### src/rtl/mgmt_timer_pkg.sv
// mgmt_timer_pkg: register map, CTRL bit positions and bus helpers shared by the multi-channel timer.
package mgmt_timer_pkg;

   localparam int CH_STRIDE = 32'h20;
   localparam int CH_SHIFT  = $clog2(CH_STRIDE);

   localparam int CTRL_EN     = 0;
   localparam int CTRL_IRQ_EN = 1;
   localparam int CTRL_CHAIN  = 2;
   localparam int CTRL_PRE    = 8;

   typedef enum logic [2:0] {
      REG_LOAD   = 3'd0,
      REG_RELOAD = 3'd1,
      REG_CTRL   = 3'd2,
      REG_VALUE  = 3'd3,
      REG_UPDATE = 3'd4,
      REG_STATUS = 3'd5
   } reg_e;

   typedef struct packed {
      logic load;
      logic reload;
      logic ctrl;
      logic update;
      logic status;
   } reg_wr_t;

   function automatic logic [31:0] sel_merge(logic [31:0] old, logic [31:0] wdat, logic [3:0] sel);
      logic [31:0] res;
      for (int b = 0; b < 4; b++) res[8*b +: 8] = sel[b] ? wdat[8*b +: 8] : old[8*b +: 8];
      return res;
   endfunction

endpackage

### src/rtl/mgmt_multi_timer_if.sv
// mgmt_multi_timer_if: Wishbone classic slave bundle for the management timer.
interface mgmt_multi_timer_if #(parameter int ADDR_W = 8);

   logic              cyc;
   logic              stb;
   logic              we;
   logic [3:0]        sel;
   logic [ADDR_W-1:0] adr;
   logic [31:0]       dat_w;
   logic [31:0]       dat_r;
   logic              ack;

   modport master (output cyc, stb, we, sel, adr, dat_w, input dat_r, ack);
   modport slave  (input cyc, stb, we, sel, adr, dat_w, output dat_r, ack);

endinterface

### src/rtl/mgmt_timer_channel.sv
// mgmt_timer_channel: one down-counter with prescaler, chain input, pending flag and value snapshot.
module mgmt_timer_channel
   import mgmt_timer_pkg::*;
#(
   parameter int WIDTH    = 32,
   parameter int PRE_W    = 8,
   parameter bit CHAIN_OK = 1'b1
) (
   input  logic        core_clk,
   input  logic        core_rstn,
   input  reg_wr_t     wr,
   input  logic [31:0] wdat,
   input  logic [3:0]  wsel,
   input  logic        chain_tick,
   output logic [31:0] load,
   output logic [31:0] reload,
   output logic [31:0] ctrl,
   output logic [31:0] snap,
   output logic        zero,
   output logic        pending
);

   localparam logic [31:0] VAL_MASK  = 32'((64'd1 << WIDTH) - 64'd1);
   localparam logic [31:0] CTRL_MASK = 32'h7 | 32'(((64'd1 << PRE_W) - 64'd1) << CTRL_PRE);

   logic [WIDTH-1:0] value;
   logic [PRE_W-1:0] pre_cnt;
   logic [PRE_W-1:0] pre;
   logic             en;
   logic             chain;
   logic             tick;

   assign en    = ctrl[CTRL_EN];
   assign chain = CHAIN_OK && ctrl[CTRL_CHAIN];
   assign pre   = ctrl[CTRL_PRE +: PRE_W];
   // >= rather than == so lowering PRE mid-count cannot strand the prescaler above it
   assign tick  = chain ? chain_tick : pre_cnt >= pre;
   assign zero  = en && tick && value == WIDTH'(1);

   always_ff @(posedge core_clk or negedge core_rstn) begin
      if (!core_rstn) begin
         load    <= '0;
         reload  <= '0;
         ctrl    <= '0;
         snap    <= '0;
         value   <= '0;
         pre_cnt <= '0;
         pending <= 1'b0;
      end else begin
         if (wr.load)   load   <= sel_merge(load, wdat, wsel) & VAL_MASK;
         if (wr.reload) reload <= sel_merge(reload, wdat, wsel) & VAL_MASK;
         if (wr.ctrl)   ctrl   <= sel_merge(ctrl, wdat, wsel) & CTRL_MASK;
         if (wr.update) snap   <= 32'(value);
         pending <= zero | (pending & !(wr.status & wdat[0]));
         pre_cnt <= (!en || chain || tick) ? '0 : pre_cnt + PRE_W'(1);
         // reload of zero leaves the counter parked at zero (one-shot)
         value   <= !en ? load[WIDTH-1:0] : !tick ? value : value != '0 ? value - WIDTH'(1) : reload[WIDTH-1:0];
      end
   end

endmodule

### src/rtl/mgmt_multi_timer.sv
// mgmt_multi_timer: Wishbone-mapped bank of NUM_CH chainable down-counting timers with per-channel IRQs.
module mgmt_multi_timer
   import mgmt_timer_pkg::*;
#(
   parameter int NUM_CH = 4,
   parameter int WIDTH  = 32,
   parameter int PRE_W  = 8,
   parameter int ADDR_W = 8
) (
   input  logic                 core_clk,
   input  logic                 core_rstn,
   mgmt_multi_timer_if.slave    wb,
   output logic [NUM_CH-1:0]    irq_o
);

   localparam int CH_W = ADDR_W - CH_SHIFT;

   logic            req;
   logic [CH_W-1:0] ch;
   reg_e            rsel;
   logic [31:0]     rd_vec [NUM_CH];
   logic [31:0]     rd_data;
   logic [NUM_CH:0] chain_v;
   logic            unused_bits;

   assign req         = wb.cyc && wb.stb && !wb.ack;
   assign ch          = wb.adr[ADDR_W-1:CH_SHIFT];
   assign rsel        = reg_e'(wb.adr[CH_SHIFT-1:2]);
   assign chain_v[0]  = 1'b0;
   assign unused_bits = ^{wb.adr[1:0], chain_v[NUM_CH]};

   for (genvar i = 0; i < NUM_CH; i++) begin : g_ch
      reg_wr_t     wr;
      logic        hit;
      logic [31:0] load;
      logic [31:0] reload;
      logic [31:0] ctrl;
      logic [31:0] snap;
      logic        pending;

      assign hit = req && wb.we && ch == CH_W'(i);
      assign wr  = '{load:   hit && rsel == REG_LOAD,
                     reload: hit && rsel == REG_RELOAD,
                     ctrl:   hit && rsel == REG_CTRL,
                     update: hit && rsel == REG_UPDATE,
                     status: hit && rsel == REG_STATUS};

      mgmt_timer_channel #(
         .WIDTH   (WIDTH),
         .PRE_W   (PRE_W),
         .CHAIN_OK(i != 0)
      ) u_ch (
         .core_clk  (core_clk),
         .core_rstn (core_rstn),
         .wr        (wr),
         .wdat      (wb.dat_w),
         .wsel      (wb.sel),
         .chain_tick(chain_v[i]),
         .load      (load),
         .reload    (reload),
         .ctrl      (ctrl),
         .snap      (snap),
         .zero      (chain_v[i+1]),
         .pending   (pending)
      );

      assign rd_vec[i] = rsel == REG_LOAD   ? load   :
                         rsel == REG_RELOAD ? reload :
                         rsel == REG_CTRL   ? ctrl   :
                         rsel == REG_VALUE  ? snap   :
                         rsel == REG_STATUS ? {31'b0, pending} : '0;
      assign irq_o[i]  = pending && ctrl[CTRL_IRQ_EN];
   end

   // channels past NUM_CH match nothing and read as zero
   always_comb begin
      rd_data = '0;
      for (int i = 0; i < NUM_CH; i++)
         if (ch == CH_W'(i)) rd_data = rd_vec[i];
   end

   always_ff @(posedge core_clk or negedge core_rstn) begin
      if (!core_rstn) begin
         wb.ack   <= 1'b0;
         wb.dat_r <= '0;
      end else begin
         wb.ack   <= req;
         wb.dat_r <= req && !wb.we ? rd_data : '0;
      end
   end

endmodule

### src/flat_wrapper.sv
// flat-port wrapper written by rule: the top's interface ports become plain ports
module mgmt_multi_timer_flat import mgmt_timer_pkg::*;
#(
   parameter int NUM_CH = 4,
   parameter int WIDTH  = 32,
   parameter int PRE_W  = 8,
   parameter int ADDR_W = 8
)
  (core_clk, core_rstn, irq_o, wb_cyc, wb_stb, wb_we, wb_sel, wb_adr, wb_dat_w, wb_dat_r, wb_ack);
  mgmt_multi_timer_if #(.ADDR_W(ADDR_W)) wb_i ();
  input  logic core_clk;
  input  logic core_rstn;
  output logic [NUM_CH-1:0] irq_o;
  input wire logic [$bits(wb_i.cyc)-1:0] wb_cyc;
  input wire logic [$bits(wb_i.stb)-1:0] wb_stb;
  input wire logic [$bits(wb_i.we)-1:0] wb_we;
  input wire logic [$bits(wb_i.sel)-1:0] wb_sel;
  input wire logic [$bits(wb_i.adr)-1:0] wb_adr;
  input wire logic [$bits(wb_i.dat_w)-1:0] wb_dat_w;
  output wire logic [$bits(wb_i.dat_r)-1:0] wb_dat_r;
  output wire logic [$bits(wb_i.ack)-1:0] wb_ack;
  assign wb_i.cyc = wb_cyc;
  assign wb_i.stb = wb_stb;
  assign wb_i.we = wb_we;
  assign wb_i.sel = wb_sel;
  assign wb_i.adr = wb_adr;
  assign wb_i.dat_w = wb_dat_w;
  assign wb_dat_r = wb_i.dat_r;
  assign wb_ack = wb_i.ack;
  mgmt_multi_timer #(.NUM_CH(NUM_CH), .WIDTH(WIDTH), .PRE_W(PRE_W), .ADDR_W(ADDR_W)) u_core (.core_clk(core_clk), .core_rstn(core_rstn), .wb(wb_i), .irq_o(irq_o));
endmodule
### config.mk
export PLATFORM = sky130hd
export DESIGN_NAME = mgmt_multi_timer_flat
export DESIGN_NICKNAME = d
export VERILOG_FILES = /design/src/rtl/mgmt_timer_pkg.sv /design/src/rtl/mgmt_multi_timer_if.sv /design/src/rtl/mgmt_timer_channel.sv /design/src/rtl/mgmt_multi_timer.sv /design/src/flat_wrapper.sv
export SDC_FILE = /design/constraint.sdc
export NUM_CORES = 1
export LEC_CHECK = 0
export ABC_AREA = 0
export CAP_MARGIN = 20
export CORE_UTILIZATION = 55
export DETAILED_ROUTE_END_ITERATION = 6
export DONT_BUFFER_PORTS = 1
export PLACE_DENSITY = 0.77
export SYNTH_ARGS = -nofsm -noshare
export SYNTH_HDL_FRONTEND = slang
export SYNTH_SLANG_ARGS = --single-unit
### constraint.sdc
create_clock -name core_clk -period 4 [get_ports core_clk]
set_clock_uncertainty 0.1 [all_clocks]
set_input_delay 0.4 -clock core_clk [delete_from_list [all_inputs] [get_ports core_clk]]
set_output_delay 0.4 -clock core_clk [all_outputs]
set_load 0.02 [all_outputs]
==> results.md <==
* DRT antenna net count at 0
* Worst Tran Pin Value at ~1.3 ns
* FF+latch count, synth at 625
* DRT Wirelength at between 100000 and 150000 microns
* Mapped cell area at 32200 sq um
* Starting Density at 55.7%
* Fraction of layout cells with a size suffix above 1 at 20.3%
* Setup_tns at 0 ns
* H-tree depth at 3
* Residual DRC at 0
* # setup viols final at 0
* Final-report hold violation count at 625
* Ports at 86
* Critical R2R Launch: u_core.g_ch[0].u_ch.value[18]$_DFFE_PN0N_
* R2R Setup Slk at approximately 0.40 ns
* Failing checks: negative hold slack
* Die area at 59500 sq um
* Clk buf depth at 3
* Post-synth EDFFs at 0
* Post-CTS Hold Fix Bufs at 37
* Cell leakage power at between 15 and 20 nW
* Clk sinks at 625
* Period minus WS final at between 3 and 4 ns
* # nets final at ~3200
* Synth Flop Type: dfrtp_1
* CTS tree: built
* Buffer count from post-CTS setup fixing at 0
* Crit path max fanout at 8
* Largest net degree at the start of global routing at 626
* DR pass1 iterations at 6
* Rel. slew slack at 16.3%
* Most common cell after layout, fill and taps aside: dfrtp_1
* Initial drt markers at 2978
* Cts bufs inserted at 68
* Clock latency on the worst-skew pair at 0.63 ns
* Max-cap violation count at 0
* Min Hold Slack at -0.585 ns
* Req. time, crit path at about 4.4 ns
* Post-detail-place hpwl at 66900 microns
* Post-synthesis sequential area ratio at 48.6%
* Synth Warn # at 0
* R2R cell count at 8
* Worst setup EP type: flop
* Post-Syn Instances at 3121
* CP Class: in -> reg
* CP arrival at approximately 4.2 ns
* Worst reg2reg endpoint: u_core.g_ch[3].u_ch.value[5]$_DFFE_PN0P_
* CP startpoint kind: input pin
* Post-Syn Nets at 3218
* Post_cts resized at 0
* Pwr Density at about 470 nW/um^2
* Vias in the first global route at 25958
* Die width at 244 microns
* PortBufs at 0
* Status: finished, violations left
* Core Area at approximately 58000 sq um
* Fmax at 264 MHz
* Layout area overhead at 10.8%
* Via-per-instance ratio at 6.75
* Via Count at 26518
* Routability cong. at 0.946
* Most frequent cells in the layout: dfrtp_1 (623), mux2_2 (407), nor2_1 (290)
* Rows at 88
* Clock transition at the registers of the reported paths at about 0.06 ns
* GR Overflow Total at 0
* Max VDD drop at 0.399 mV
* Antenna violations before repair at 7
* Die Ht at 244 microns
* First-pass GRT wire length at roughly 150000 microns
* Tightest Hold Check Type: in -> async
* Netlist cell types at 76
* Final Cycle Share at ~95%
* RSZ-0062 raised after global routing: false
* WL/cell at around 26 microns
* GRT Util Overall at 33.9%
* CTS Root Cell: clkbuf_16
* Synth async-reset ratio at 100%
* Slew Viols, Final at 0
* Post-Syn Area per Cell at a little over 10 sq um
## through the flow
step	cells	util (%)	cell area (sq um)	setup WS [ns]	power, mW
finish	3926	61.8	35700	0.206	16.7
global route	3922	61.7	35700	0.154	17.4
CTS	3918	61.7	35700	0.417	16.7
detailed placement	3758	57.2	33000	0.449	10.2
global placement	3758	57.2	33000	0.443	10.1
floorplan	3121	-	32200	0.910	9.39
## worst max-delay path, cell delays in order
cell,delay [ns]
dlygate4sd3_1,0.52
nand2_1,0.04
dlygate4sd3_1,0.54
nor2_1,0.49
nand4_1,0.65
nor2_1,0.67
nand2_1,0.44
mux2_2,0.40
## per-layer routing
metal / track usage (%) / routed length, microns
met3: 7.11 / 9570
met5: 0 / 27
met2: 51.3 / 45700
met1: 45.3 / 39700
met4: 19.0 / 5900
## kinds of logic (layout without fill, tap and decap cells)
group | count (synthesis) | count (layout) | synth area share, %
compound gates | 805 | 805 | 16.4
xor+xnor | 42 | 42 | 1.14
fa+ha+maj | 48 | 48 | 1.86
buf+inv | 323 | 356 | 3.88
flops | 625 | 625 | 48.6
mux | 504 | 504 | 17.3
other cells | 0 | 7 | 0
simple gates | 774 | 774 | 10.9
## report_power, final
group | total, mW | leakage [nW] | internal, mW | switching (mW)
clock network | 6.40 | 1.11 | 3.76 | 2.64
logic | 2.93 | 7.17 | 1.17 | 1.76
registers | 7.42 | 8.43 | 6.78 | 0.639
## registers in the layout, indices dropped and copies added, names as in the netlist
signal and flops:
u_core.g_ch.u_ch.load 128, u_core.g_ch.u_ch.reload 128, u_core.g_ch.u_ch.snap 128, u_core.g_ch.u_ch.value 128, u_core.g_ch.u_ch.ctrl 44, u_core.g_ch.u_ch.pre_cnt 32, u_core.wb.dat_r 32, u_core.g_ch.u_ch.pending 4
u_core.wb.ack 1
## how the worst max path moves through the flow
stage	from	endpoint	depth (start not counted)
finish	wb_stb	u_core.g_ch[3].u_ch.reload[21]$_DFFE_PN0P_	8
global route	wb_stb	u_core.g_ch[3].u_ch.reload[21]$_DFFE_PN0P_	8
global placement	u_core.g_ch[0].u_ch.value[18]$_DFFE_PN0N_	u_core.g_ch[3].u_ch.value[30]$_DFFE_PN0P_	8
detailed placement	u_core.g_ch[0].u_ch.value[18]$_DFFE_PN0N_	u_core.g_ch[3].u_ch.value[29]$_DFFE_PN0P_	8
floorplan	u_core.g_ch[0].u_ch.value[18]$_DFFE_PN0N_	u_core.g_ch[3].u_ch.value[30]$_DFFE_PN0P_	9
CTS	wb_stb	u_core.g_ch[3].u_ch.reload[21]$_DFFE_PN0P_	8
## cells in the mapped netlist, drive strengths merged, types with 33 or more instances
master / instances / area share (%)
a21oi: 223 / 3.5
nand2: 219 / 2.6
buf: 36 / 0.53
a211oi: 126 / 3.0
o21ai: 162 / 2.5
mux2i: 96 / 3.0
mux2: 407 / 14
nor3: 49 / 0.76
dfrtp: 625 / 49
nor2: 295 / 3.4
ha: 48 / 1.9
clkbuf: 166 / 1.9
inv: 120 / 1.4
o221ai: 33 / 0.90
nand3: 56 / 0.87
a31oi: 47 / 0.96
## area by class of cell
| class | count | area, sq um |
|---|---|---|
| repair buffers | 112 | 981 |
| clock buffers | 101 | 2010 |
| inverters | 121 | 454 |
| diodes | 7 | 17.5 |
| fillers | 4606 | 22100 |
| flip-flops and latches | 625 | 15600 |
| well taps | 765 | 957 |
| clock inverters | 22 | 251 |
| multi-input cells | 2173 | 15400 |
No activity file was read; power rests on OpenSTA's default activity.
